[src/rtl/uart_tx_cfg.sv]
// uart_tx_cfg: buffered UART transmitter.
//
// Words enter through a valid/ready port into a FIFO_DEPTH-entry FIFO and are
// serialised LSB-first as start / data / [parity] / stop. Frames are sent
// back-to-back with no idle cycle when the FIFO holds more work.
//
// Build option: define UART_TX_PARITY_EN to add one parity bit after the data
// bits (even when parity_odd = 0, odd when parity_odd = 1).
//
// Ports:
//   clk, rst_n   system clock (rising edge), asynchronous active-low reset
//   baud_div     clocks per bit, values below 2 act as 2; sampled per frame
//   parity_odd   parity sense, sampled per frame (unused without parity)
//   s_valid      write request; accepted when s_ready is also high
//   s_data       character to send
//   s_ready      FIFO not full (registered)
//   tx           serial line, idle high
//   tx_busy      high while a frame is on the line
//   frame_done   one-cycle pulse on the final cycle of each frame
//   fifo_level   number of entries held in the FIFO
module uart_tx_cfg #(
  parameter int unsigned DATA_W     = 8,
  parameter int unsigned STOP_BITS  = 1,
  parameter int unsigned FIFO_DEPTH = 4,
  parameter int unsigned DIV_W      = 16
) (
  input  logic                              clk,
  input  logic                              rst_n,
  input  logic [DIV_W-1:0]                  baud_div,
  input  logic                              parity_odd,
  input  logic                              s_valid,
  input  logic [DATA_W-1:0]                 s_data,
  output logic                              s_ready,
  output logic                              tx,
  output logic                              tx_busy,
  output logic                              frame_done,
  output logic [$clog2(FIFO_DEPTH+1)-1:0]   fifo_level
);

  localparam int unsigned PtrW = $clog2(FIFO_DEPTH);
  localparam int unsigned LvlW = $clog2(FIFO_DEPTH + 1);
  localparam int unsigned IdxW = $clog2(DATA_W);

  typedef enum logic [2:0] {
    StIdle,
    StStart,
    StData,
`ifdef UART_TX_PARITY_EN
    StParity,
`endif
    StStop
  } state_e;

  // FIFO
  logic [DATA_W-1:0] mem [FIFO_DEPTH];
  logic [PtrW-1:0]   wr_ptr_q, wr_ptr_d;
  logic [PtrW-1:0]   rd_ptr_q, rd_ptr_d;
  logic [LvlW-1:0]   count_q, count_d;
  logic              s_ready_q, s_ready_d;
  logic              push, pop;

  // Serialiser
  state_e            state_q, state_d;
  logic [DIV_W-1:0]  cnt_q, cnt_d;
  logic [IdxW-1:0]   idx_q, idx_d;
  logic [DATA_W-1:0] shift_q, shift_d;
  logic [DIV_W-1:0]  div_q, div_d;
  logic              tx_q, tx_d;
  logic              busy_q, busy_d;
  logic              done_q, done_d;
  logic              load;

`ifdef UART_TX_PARITY_EN
  logic              par_q, par_d;
`else
  logic              unused_parity_odd;
  assign unused_parity_odd = parity_odd;
`endif

  logic              bit_last;
  logic              fifo_empty;
  logic [DIV_W-1:0]  div_clamped;
  logic [DATA_W-1:0] head;

  assign push        = s_valid & s_ready_q;
  assign bit_last    = (cnt_q == div_q - DIV_W'(1));
  assign fifo_empty  = (count_q == '0);
  assign div_clamped = (baud_div < DIV_W'(2)) ? DIV_W'(2) : baud_div;
  assign head        = mem[rd_ptr_q];

  // FIFO bookkeeping; s_ready is registered from the next fill level, so a
  // full FIFO refuses a push even in a cycle that also pops.
  always_comb begin
    wr_ptr_d  = push ? wr_ptr_q + PtrW'(1) : wr_ptr_q;
    rd_ptr_d  = pop  ? rd_ptr_q + PtrW'(1) : rd_ptr_q;
    count_d   = count_q + LvlW'(push) - LvlW'(pop);
    s_ready_d = (count_d != LvlW'(FIFO_DEPTH));
  end

  always_comb begin
    state_d = state_q;
    cnt_d   = cnt_q;
    idx_d   = idx_q;
    shift_d = shift_q;
    div_d   = div_q;
    tx_d    = tx_q;
    load    = 1'b0;
`ifdef UART_TX_PARITY_EN
    par_d   = par_q;
`endif

    unique case (state_q)
      StIdle: begin
        if (!fifo_empty) load = 1'b1;
      end
      StStart: begin
        if (bit_last) begin
          state_d = StData;
          cnt_d   = '0;
          idx_d   = '0;
          tx_d    = shift_q[0];
        end else begin
          cnt_d = cnt_q + DIV_W'(1);
        end
      end
      StData: begin
        if (bit_last) begin
          cnt_d = '0;
          if (idx_q == IdxW'(DATA_W - 1)) begin
`ifdef UART_TX_PARITY_EN
            state_d = StParity;
            tx_d    = par_q;
`else
            state_d = StStop;
            tx_d    = 1'b1;
            idx_d   = '0;
`endif
          end else begin
            idx_d   = idx_q + IdxW'(1);
            shift_d = shift_q >> 1;
            tx_d    = shift_q[1];
          end
        end else begin
          cnt_d = cnt_q + DIV_W'(1);
        end
      end
`ifdef UART_TX_PARITY_EN
      StParity: begin
        if (bit_last) begin
          state_d = StStop;
          cnt_d   = '0;
          idx_d   = '0;
          tx_d    = 1'b1;
        end else begin
          cnt_d = cnt_q + DIV_W'(1);
        end
      end
`endif
      StStop: begin
        if (bit_last) begin
          cnt_d = '0;
          if (idx_q == IdxW'(STOP_BITS - 1)) begin
            // Chain straight into the next start bit when work is waiting.
            if (!fifo_empty) begin
              load = 1'b1;
            end else begin
              state_d = StIdle;
              tx_d    = 1'b1;
            end
          end else begin
            idx_d = idx_q + IdxW'(1);
          end
        end else begin
          cnt_d = cnt_q + DIV_W'(1);
        end
      end
      default: begin
        state_d = StIdle;
        tx_d    = 1'b1;
      end
    endcase

    // Pop the head and freeze the per-frame settings.
    if (load) begin
      state_d = StStart;
      cnt_d   = '0;
      idx_d   = '0;
      shift_d = head;
      div_d   = div_clamped;
      tx_d    = 1'b0;
`ifdef UART_TX_PARITY_EN
      par_d   = (^head) ^ parity_odd;
`endif
    end
    pop = load;

    busy_d = (state_d != StIdle);
    // Registered pulse that lands on the last cycle of the final stop bit.
    done_d = (state_d == StStop) && (idx_d == IdxW'(STOP_BITS - 1)) &&
             (cnt_d == div_q - DIV_W'(1));
  end

  always_ff @(posedge clk or negedge rst_n) begin
    if (!rst_n) begin
      wr_ptr_q  <= '0;
      rd_ptr_q  <= '0;
      count_q   <= '0;
      s_ready_q <= 1'b1;
      state_q   <= StIdle;
      cnt_q     <= '0;
      idx_q     <= '0;
      shift_q   <= '0;
      div_q     <= DIV_W'(2);
      tx_q      <= 1'b1;
      busy_q    <= 1'b0;
      done_q    <= 1'b0;
`ifdef UART_TX_PARITY_EN
      par_q     <= 1'b0;
`endif
    end else begin
      wr_ptr_q  <= wr_ptr_d;
      rd_ptr_q  <= rd_ptr_d;
      count_q   <= count_d;
      s_ready_q <= s_ready_d;
      state_q   <= state_d;
      cnt_q     <= cnt_d;
      idx_q     <= idx_d;
      shift_q   <= shift_d;
      div_q     <= div_d;
      tx_q      <= tx_d;
      busy_q    <= busy_d;
      done_q    <= done_d;
`ifdef UART_TX_PARITY_EN
      par_q     <= par_d;
`endif
    end
  end

  // Storage needs no reset: the pointers and level define what is valid.
  always_ff @(posedge clk) begin
    if (push) mem[wr_ptr_q] <= s_data;
  end

  assign s_ready    = s_ready_q;
  assign tx         = tx_q;
  assign tx_busy    = busy_q;
  assign frame_done = done_q;
  assign fifo_level = count_q;

endmodule
[config.mk]
export PLATFORM = sky130hd
export DESIGN_NAME = uart_tx_cfg
export DESIGN_NICKNAME = d
export VERILOG_FILES = /design/src/rtl/uart_tx_cfg.sv
export SDC_FILE = /design/constraint.sdc
export NUM_CORES = 1
export LEC_CHECK = 0
export CORE_MARGIN = 5
export CORE_UTILIZATION = 30
export CTS_CLUSTER_SIZE = 20
export DETAILED_ROUTE_END_ITERATION = 8
export GPL_TIMING_DRIVEN = 0
export PLACE_DENSITY_LB_ADDON = 0.08
export SLEW_MARGIN = 20
export SYNTH_ARGS = -nofsm -noshare
export SYNTH_HDL_FRONTEND = slang
export SYNTH_SLANG_ARGS = --single-unit
[constraint.sdc]
create_clock -name clk -period 11.7 [get_ports clk]
set_clock_uncertainty 0.15 [all_clocks]
set_input_delay 2.34 -clock clk [delete_from_list [all_inputs] [get_ports clk]]
set_output_delay 2.34 -clock clk [all_outputs]
set_load 0.005 [all_outputs]
# Word level (Yosys, flattened, before mapping)
# Memory sizes are Yosys's and may differ from the RTL's.
# Index checks and enable logic that the tools add are counted.
# word_totals
register_bits,57
latch_bits,0
mem_bits_rw,32
mem_bits_ro,0
in_bits,28
output_inout_bits,7
elab_cells,86
memories,1
# memory_table
name,depth,word_bits,read_ports,rd_ports_with_merged_regs,wr,line,text
mem,4,8,1,0,1,55,logic [DATA_W-1:0] mem [FIFO_DEPTH];
# op_classes
n_addsub,7
n_mul,0
n_div,0
order_cmp,1
eq_ne,15
shifts,0
muxes,37
bitwise,1
n_reduce_logical,12
# op_table
operator,count
$mux 16,4
$mux 3,13
$eq 16x16->1,2
$mux 8,4
$ne 3x3->1 const B,6
$add 16x1->16 const B,1
$lt 16x2->1 const B,1
$sub 16x1->16 const B,1
$logic_not 3->1,4
$mux 1,12
$pmux 3 s4,1
$eq 3x2->1 const B,3
$pmux 3 s3,1
$reduce_and 6->1,1
$add 2x1->2 const B,2
$ne 2x2->1 const B,2
$pmux 1 s4,1
$reduce_bool 2->1,2
$add 3x1->3,1
$add 3x1->3 const B,1
$eq 3x1->1 const B,1
$eq 3x3->1 const B,1
$reduce_and 3->1,1
$reduce_bool 3->1,1
5 further kinds,6

# Longest topological paths before layout
# Gate-level depths: netlist of run 1.
# depth
depth_word,9
mapped_depth,22
depth_no_buf,18

# Least setup slack after synthesis of run 1
# Ideal clock, no wire load.
# synth_path
kind,reg-to-reg
start,reg div_q[0]
end,reg s_ready_q (netlist: s_ready)
setup_time_ps,86
t_arrival_ps,4223
required_ps,11464
slack_ps,7241
stages_incl_launch_ff,22
n_path_buf,3
period_less_slack_ps,4459
cell_sequence,dfrtp_1 > inv_1 > ha_1 > nor3b_2 > o311a_1 > nor3_1 > a311o_1 > a2111oi_2 > and3_1 > buf_2 > a31oi_1 > inv_1 > buf_2 > buf_2 > ha_1 > inv_1 > ha_1 > inv_1 > fa_1 > xnor2_1 > xnor2_1 > nand3b_1
# synth_via
elab_chain_cells,6
# synth_lines
element,line,text
from (decl),67,"logic [DIV_W-1:0] div_q, div_d;"
from (signal assigned),229,div_q <= div_d;
$sub 16x1->16,86,assign bit_last = (cnt_q == div_q - DIV_W'(1));
$eq 16x16->1,86,
$mux 1,160,if (bit_last) begin
$pmux 1 s2,112,unique case (state_q)
$sub 3x1->3,96,count_d = count_q + LvlW'(push) - LvlW'(pop);
named net count_d[2],58,"logic [LvlW-1:0] count_q, count_d;"
$ne 3x3->1,97,s_ready_d = (count_d != LvlW'(FIFO_DEPTH));
named net s_ready_d,59,"logic s_ready_q, s_ready_d;"
to (signal assigned),224,s_ready_q <= s_ready_d;
to (decl),59,
# The timed path passes the listed nets, and every way through them passes these cells.
# A chain may end at the register's enable or synchronous reset.

# Worst setup path in the final report of run 1
# Ends and elaborated chain as after synthesis.

==> results.toml, run 1 <==
[floorplanning]
die_height_um = 145
rows = 49
io_pins = 35
core-area_um2 = 18000
start_util = 0.305
die-area_um2 = 21100
dieWidth_um = 145

[synth]
ys_types = 79
yosysTopAreaCellShare = 0.246
synth_area_um2 = 5500
avgSynthCellArea_um2 = 10.3
synth_flop_cell = "dfrtp_1"
synth_edf_count = 32
synth.area.mux_share = 0.0901
synth.yosys.warnings = 0
yosys-top-cells-area = "dfrtp_1 (25%), edfxtp_1 (17%), xnor2_1 (6.2%)"
ys_ff_latch = 89
syn_nets = 573
synth-xor-area-share = 0.0967
synthCells = 533
synth_top_family_by_area = "simple AND/OR/NAND/NOR gates"
synthArstFlopShare = 0.640
yosys.area.top_type = "dfrtp_1"
ys_seq_area_frac = 0.435
synthSimpleGateAreaFrac = 0.204
synth-compound-area-share = 0.102
yosys.area_share.adder = 0.0287

[power]
leakage_uw = 0.00248
pwr-share-seq = 0.352
netSwitchingPower_uw = 485
clkPwrFrac = 0.235
powerDensity_nw_per_um2 = 197
switching_share = 0.383
intPower_uw = 782
power_uw = 1270
power_frac_comb = 0.413
ir_drop_mv = 0.0906

[cts]
clockBufferDepth = 2
clk_pin_slew_worst_paths_ns = 0.07
htree_levels = 3
post_cts_buffers = 0
cts_tree = "yes"
clock_latency_ns = 0.35
cts-root-buf = "clkbuf_16"
cts.sinks = 89
cts_resized = 0
holdBufCountCts = 0
numCtsBuffers = 9

[grt]
grt.total_usage = 0.145
grt_max_degree = 34
grt_pass1_wl_um = 24200
antenna_found_initial = 0
grt_pass1_vias = 4406
overflow = 0

[finish]
area_growth_pct = 17.0
final_common_cell = "dfrtp_1"
layout-drive-gt1-share = 0.136
final_cell_area_um2 = 6430
num-nets-final = 618
final_cell_mix = "dfrtp_1 (54), nor2_1 (53), nand2_1 (41)"
diodes = 0

[timing]
setup_tns_ns = 0
fin_ws_ns = 6.15
layout_min_cycle_time_ns = 5.55
worstMarginPinSlew_ns = 0.794
finalSetupViolCount = 0
post-route-period-util = 0.474
whs_ns = 0.351
rsz0062_at_grt = "false"
max_clock_freq_mhz = 180
hold_viol_final = 0
max-slew-margin-rel = 0.470
slew_viol_final = 0

[routing]
drc_errors = 0
via_per_inst = 5.22
drtPass1Iterations = 4
wire_per_inst_um = 18.3
drt_iter0_drc = 160
wirelength_um = 14900
via_count = 4237
antenna_left = 0

[worst_setup_path]
critPathArrivalTime_ns = 5.67
worstSetupPathType = "reg2reg"
reg2reg_slack_ns = 6.15
crit_path_max_fanout = 10
cp_data_required_time_ns = 11.82
critPathLaunchType = "flop"
cp-end-kind = "flop"

[placement]
place_congestion = 0.838
preCtsSetupSlack_ns = 6.15
place_hpwl_um = 11600
port-buffer-count = 33
placed_area_um2 = 6130

[flow_run]
maxCapViolCount = 0

[hold_path]
min_path_type = "reg2reg"

[outcome]
outcome = "finished clean"
through the flow:
step / utilization / cells
2_1_floorplan: - / 533
3_3_place_gp: 0.339 / 795
3_5_place_dp: 0.340 / 796
4_1_cts: 0.357 / 812
5_1_grt: 0.357 / 812
6_report: 0.357 / 812
synth_stat cells (5+ instances only):
cell type	count
nand2_1	41
a21oi_1	13
clkbuf_1	13
xnor2_1	39
mux4_2	8
nand2b_1	7
edfxtp_1	32
nand4_1	9
and3_1	10
ha_1	11
mux2i_1	12
buf_2	10
nand3_1	11
o21ai_0	22
inv_1	21
nor4_1	14
a31oi_1	6
mux2_2	16
nor3_1	21
dfrtp_1	54
and2_1	5
nor2b_1	7
nor2_1	53
xor2_1	14
worst paths after layout:
check / endpoint / depth (start not counted) / start
max in group asynchronous: s_ready / 2 / rst_n
max: s_ready / 21 / div_q[0]
min: tx / 2 / tx
max reg2reg: s_ready / 21 / div_q[0]
min reg2reg: tx / 2 / tx
min in group asynchronous: div_q[15] / 1 / rst_n
cells by family (layout without fill, tap and decap cells):
kind of cell    after synthesis  count (layout)
simple gates                207             207
flops                        89              89
compound gates               79              79
xor+xnor                     56              56
buf+inv                      52             102
mux                          37              37
fa+ha+maj                    12              12
other cells                   1               1
cell type report:
cell class                 count  area [um^2]
clock buffer                   9          225
clock inverter                 7         73.8
buffer                        31          156
sequential                    89         2390
timing repair buffer          34          348
multi-input combinational    392         2870
inverter                      21         78.8
tap                          229          287
fill                        1839        11600
flip-flops by register name, indices dropped and copies added, names as in the netlist, 2 cells and up:
name        flops
fifo_level      3
shift_q         8
mem            32
idx_q           3
rd_ptr_q        2
state_q         3
wr_ptr_q        2
cnt_q          16
div_q          16
power groups by stage:
| stage | Combinational, uW | Clock [uW] | Sequential [uW] |
|---|---|---|---|
| finish | 523 | 298 | 446 |
| global route | 581 | 323 | 455 |
| CTS | 530 | 311 | 448 |
| detailed placement | 527 | 0 | 454 |
| global placement | 520 | 0 | 452 |
| floorplan | 386 | 0 | 439 |
per-layer routing:
metal / up-vias / routed length (um) / global-route usage
met5: - / 0 / 0
met4: 0 / 339 / 0.0485
met3: 20 / 488 / 0.0339
met2: 75 / 7490 / 0.251
met1: 2128 / 6560 / 0.177
li1: 2014 / - / -
critical path: stages (launching register included):
cell,delay [ns]
dfrtp_1,0.44
inv_1,0.18
ha_1,0.30
nor3b_2,0.39
o311a_1,0.23
nor3_1,0.06
a311o_1,0.29
a2111oi_2,0.60
and3_1,0.25
buf_2,0.21
a31oi_1,0.22
inv_1,0.21
buf_2,0.29
buf_2,0.30
ha_1,0.27
inv_1,0.06
ha_1,0.13
inv_1,0.05
fa_1,0.37
xnor2_1,0.14
xnor2_1,0.20
nand3b_1,0.12
Note: power is estimated with default switching activity, not from simulation.
==> run 2, diff against run 1 <==
==> constraint.sdc (replaced) <==
create_clock -name clk -period 5.21 [get_ports clk]
set_clock_uncertainty 0.15 [all_clocks]
set_input_delay 1.042 -clock clk [delete_from_list [all_inputs] [get_ports clk]]
set_output_delay 1.042 -clock clk [all_outputs]
set_load 0.005 [all_outputs]
==> run 2 against run 1 <==
  * Combinational power grew 130%
  * Cell count grew 0.12%
  * Design area grew 0.80%
  * Largest cell class unchanged
  * Wire length grew 0.48%
  * Die area is the same
  * Highest routed layer unchanged
  * Clock power grew 130%
  * Hold slack is essentially flat
==> results.toml, run 2 (synthesis gave the netlist of run 1 again) <==
[timing]
worstMarginPinSlew_ns = 0.795
max-slew-margin-rel = 0.470
layout_min_cycle_time_ns = 4.89
hold_viol_final = 0
finalSetupViolCount = 0
setup_tns_ns = 0
max_clock_freq_mhz = 205
rsz0062_at_grt = "false"
post-route-period-util = 0.938
slew_viol_final = 0

[grt]
overflow = 0
grt_pass1_wl_um = 24300
grt_pass1_vias = 4412
grt_max_degree = 34
grt.total_usage = 0.145
antenna_found_initial = 0

[cts]
clock_latency_ns = 0.35
htree_levels = 3
numCtsBuffers = 9
clk_pin_slew_worst_paths_ns = 0.07
cts_tree = "yes"
cts.sinks = 89
clockBufferDepth = 2
cts-root-buf = "clkbuf_16"
holdBufCountCts = 0

[finish]
largest_register = "mem"
largest_reg_flops = 32
final_cell_mix = "dfrtp_1 (54), nor2_1 (53), nand2_1 (41)"
final_common_cell = "dfrtp_1"
fill_cells = 1835
num-nets-final = 619
area_growth_pct = 17.9
reg_top3 = "mem x32, cnt_q x16, div_q x16"
multi_input_area_um2 = 2910
final_cell_area_um2 = 6480
layout.area.seq_um2 = 2390
diodes = 0
layout-drive-gt1-share = 0.144

[power]
switching_share = 0.385
pwr-share-seq = 0.350
clkPwrFrac = 0.234
netSwitchingPower_uw = 1100
leakage_uw = 0.00248
power_uw = 2870
ir_drop_mv = 0.204
powerDensity_nw_per_um2 = 442
intPower_uw = 1760
power_frac_comb = 0.416

[routing]
drtPass1Iterations = 4
drt_iter0_drc = 168
antenna_left = 0
drc_errors = 0
via_per_inst = 5.15
wirelength_um = 14900
wire_per_inst_um = 18.4
via_count = 4191

[floorplanning]
start_util = 0.305
core-area_um2 = 18000
io_pins = 35
die-area_um2 = 21100
dieWidth_um = 145
die_height_um = 145
rows = 49

[worst_setup_path]
cp-end-kind = "flop"
critPathLaunchType = "flop"
cpMaxStageDelayCell = "a2111oi_4"
critPathArrivalTime_ns = 5.01
cpPeakStageDelay_ns = 0.48
crit_path_max_fanout = 10
cp_cell_sequence = "inv_2 > ha_2 > nor3b_4 > o311a_1 > nor3_1 > a311o_1 > a2111oi_4 > and3_1 > clkbuf_4 > a31oi_4 > inv_2 > buf_4 > buf_4 > ha_1 > inv_1 > ha_1 > inv_1 > fa_1 > xnor2_1 > xnor2_1 > nand3b_1"
cp_data_required_time_ns = 5.33
worstSetupPathType = "reg2reg"

[placement]
placed_area_um2 = 6130
port-buffer-count = 33
place_hpwl_um = 11600
place_congestion = 0.838

[hold_path]
min_path_type = "reg2reg"

[outcome]
outcome = "finished clean"

[flow_run]
maxCapViolCount = 0
## run 2: cell count changes in the layout (fill, tap and decap cells not counted), sizes merged
cell / previous run / this run
clkbuf: 23 / 24
## run 2: worst max-delay path, delay by kind of cell, from the launching register on
family	cells	cell delay, ns
AO/OA/AOI/OAI	4	1.15
XOR/XNOR	2	0.34
adder cells (fa/ha/maj)	4	0.99
buffers and inverters	7	0.99
flip-flops	1	0.45
AND/OR/NAND/NOR	4	0.73
## run 2: per-stage QoR
| step | setup slack [ns] | hold WS [ns] | cells | utilization |
|---|---|---|---|---|
| 2_1_floorplan | 0.751 | 0.316 | 533 | - |
| 3_3_place_gp | -0.341 | 0.341 | 795 | 0.339 |
| 3_5_place_dp | -0.343 | 0.346 | 796 | 0.340 |
| 4_1_cts | 0.0257 | 0.358 | 813 | 0.359 |
| 5_1_grt | 0.0325 | 0.376 | 813 | 0.360 |
| 6_report | 0.323 | 0.351 | 813 | 0.360 |
## run 2: power groups by stage
stage	Sequential (uW)	Clock (uW)	Combinational, uW
6_report	1000	672	1190
5_1_grt	1020	726	1320
4_1_cts	1010	699	1210
3_5_place_dp	1020	0	1180
3_3_place_gp	1020	0	1170
2_1_floorplan	986	0	866
## run 2: area by class of cell
type | instances | share of cell area
well taps | 229 | 0.0442
inverters | 21 | 0.0122
multi-input cells | 392 | 0.449
repair buffers | 35 | 0.0548
flip-flops and latches | 89 | 0.369
clock inverters | 7 | 0.0114
plain buffers | 31 | 0.0253
clock buffers | 9 | 0.0347
## run 2: path summary, 6_finish.rpt
kind | startpoint | endpoint | slack, ns | depth (start not counted)
max | div_q[0] | s_ready | 0.32 | 21
min | tx | tx | 0.35 | 2
max reg2reg | div_q[0] | s_ready | 0.32 | 21
min reg2reg | tx | tx | 0.35 | 2
max in group asynchronous | rst_n | s_ready | 3.90 | 2
min in group asynchronous | rst_n | div_q[15] | 0.44 | 1
## run 2: timing repair
| action | in CTS | in global routing |
|---|---|---|
| cloned | 0 | 0 |
| resized for setup | 5 | 6 |
| buffers inserted | 1 | 0 |
| pin swaps | 0 | 0 |
| setup endpoints to repair | 3 | 3 |
## run 2: layer usage
metal	routed length, um	vias up	GRT usage
li1	-	2016	-
met1	6670	2082	0.178
met2	7450	72	0.250
met3	465	21	0.0339
met4	361	0	0.0485
met5	0	-	0
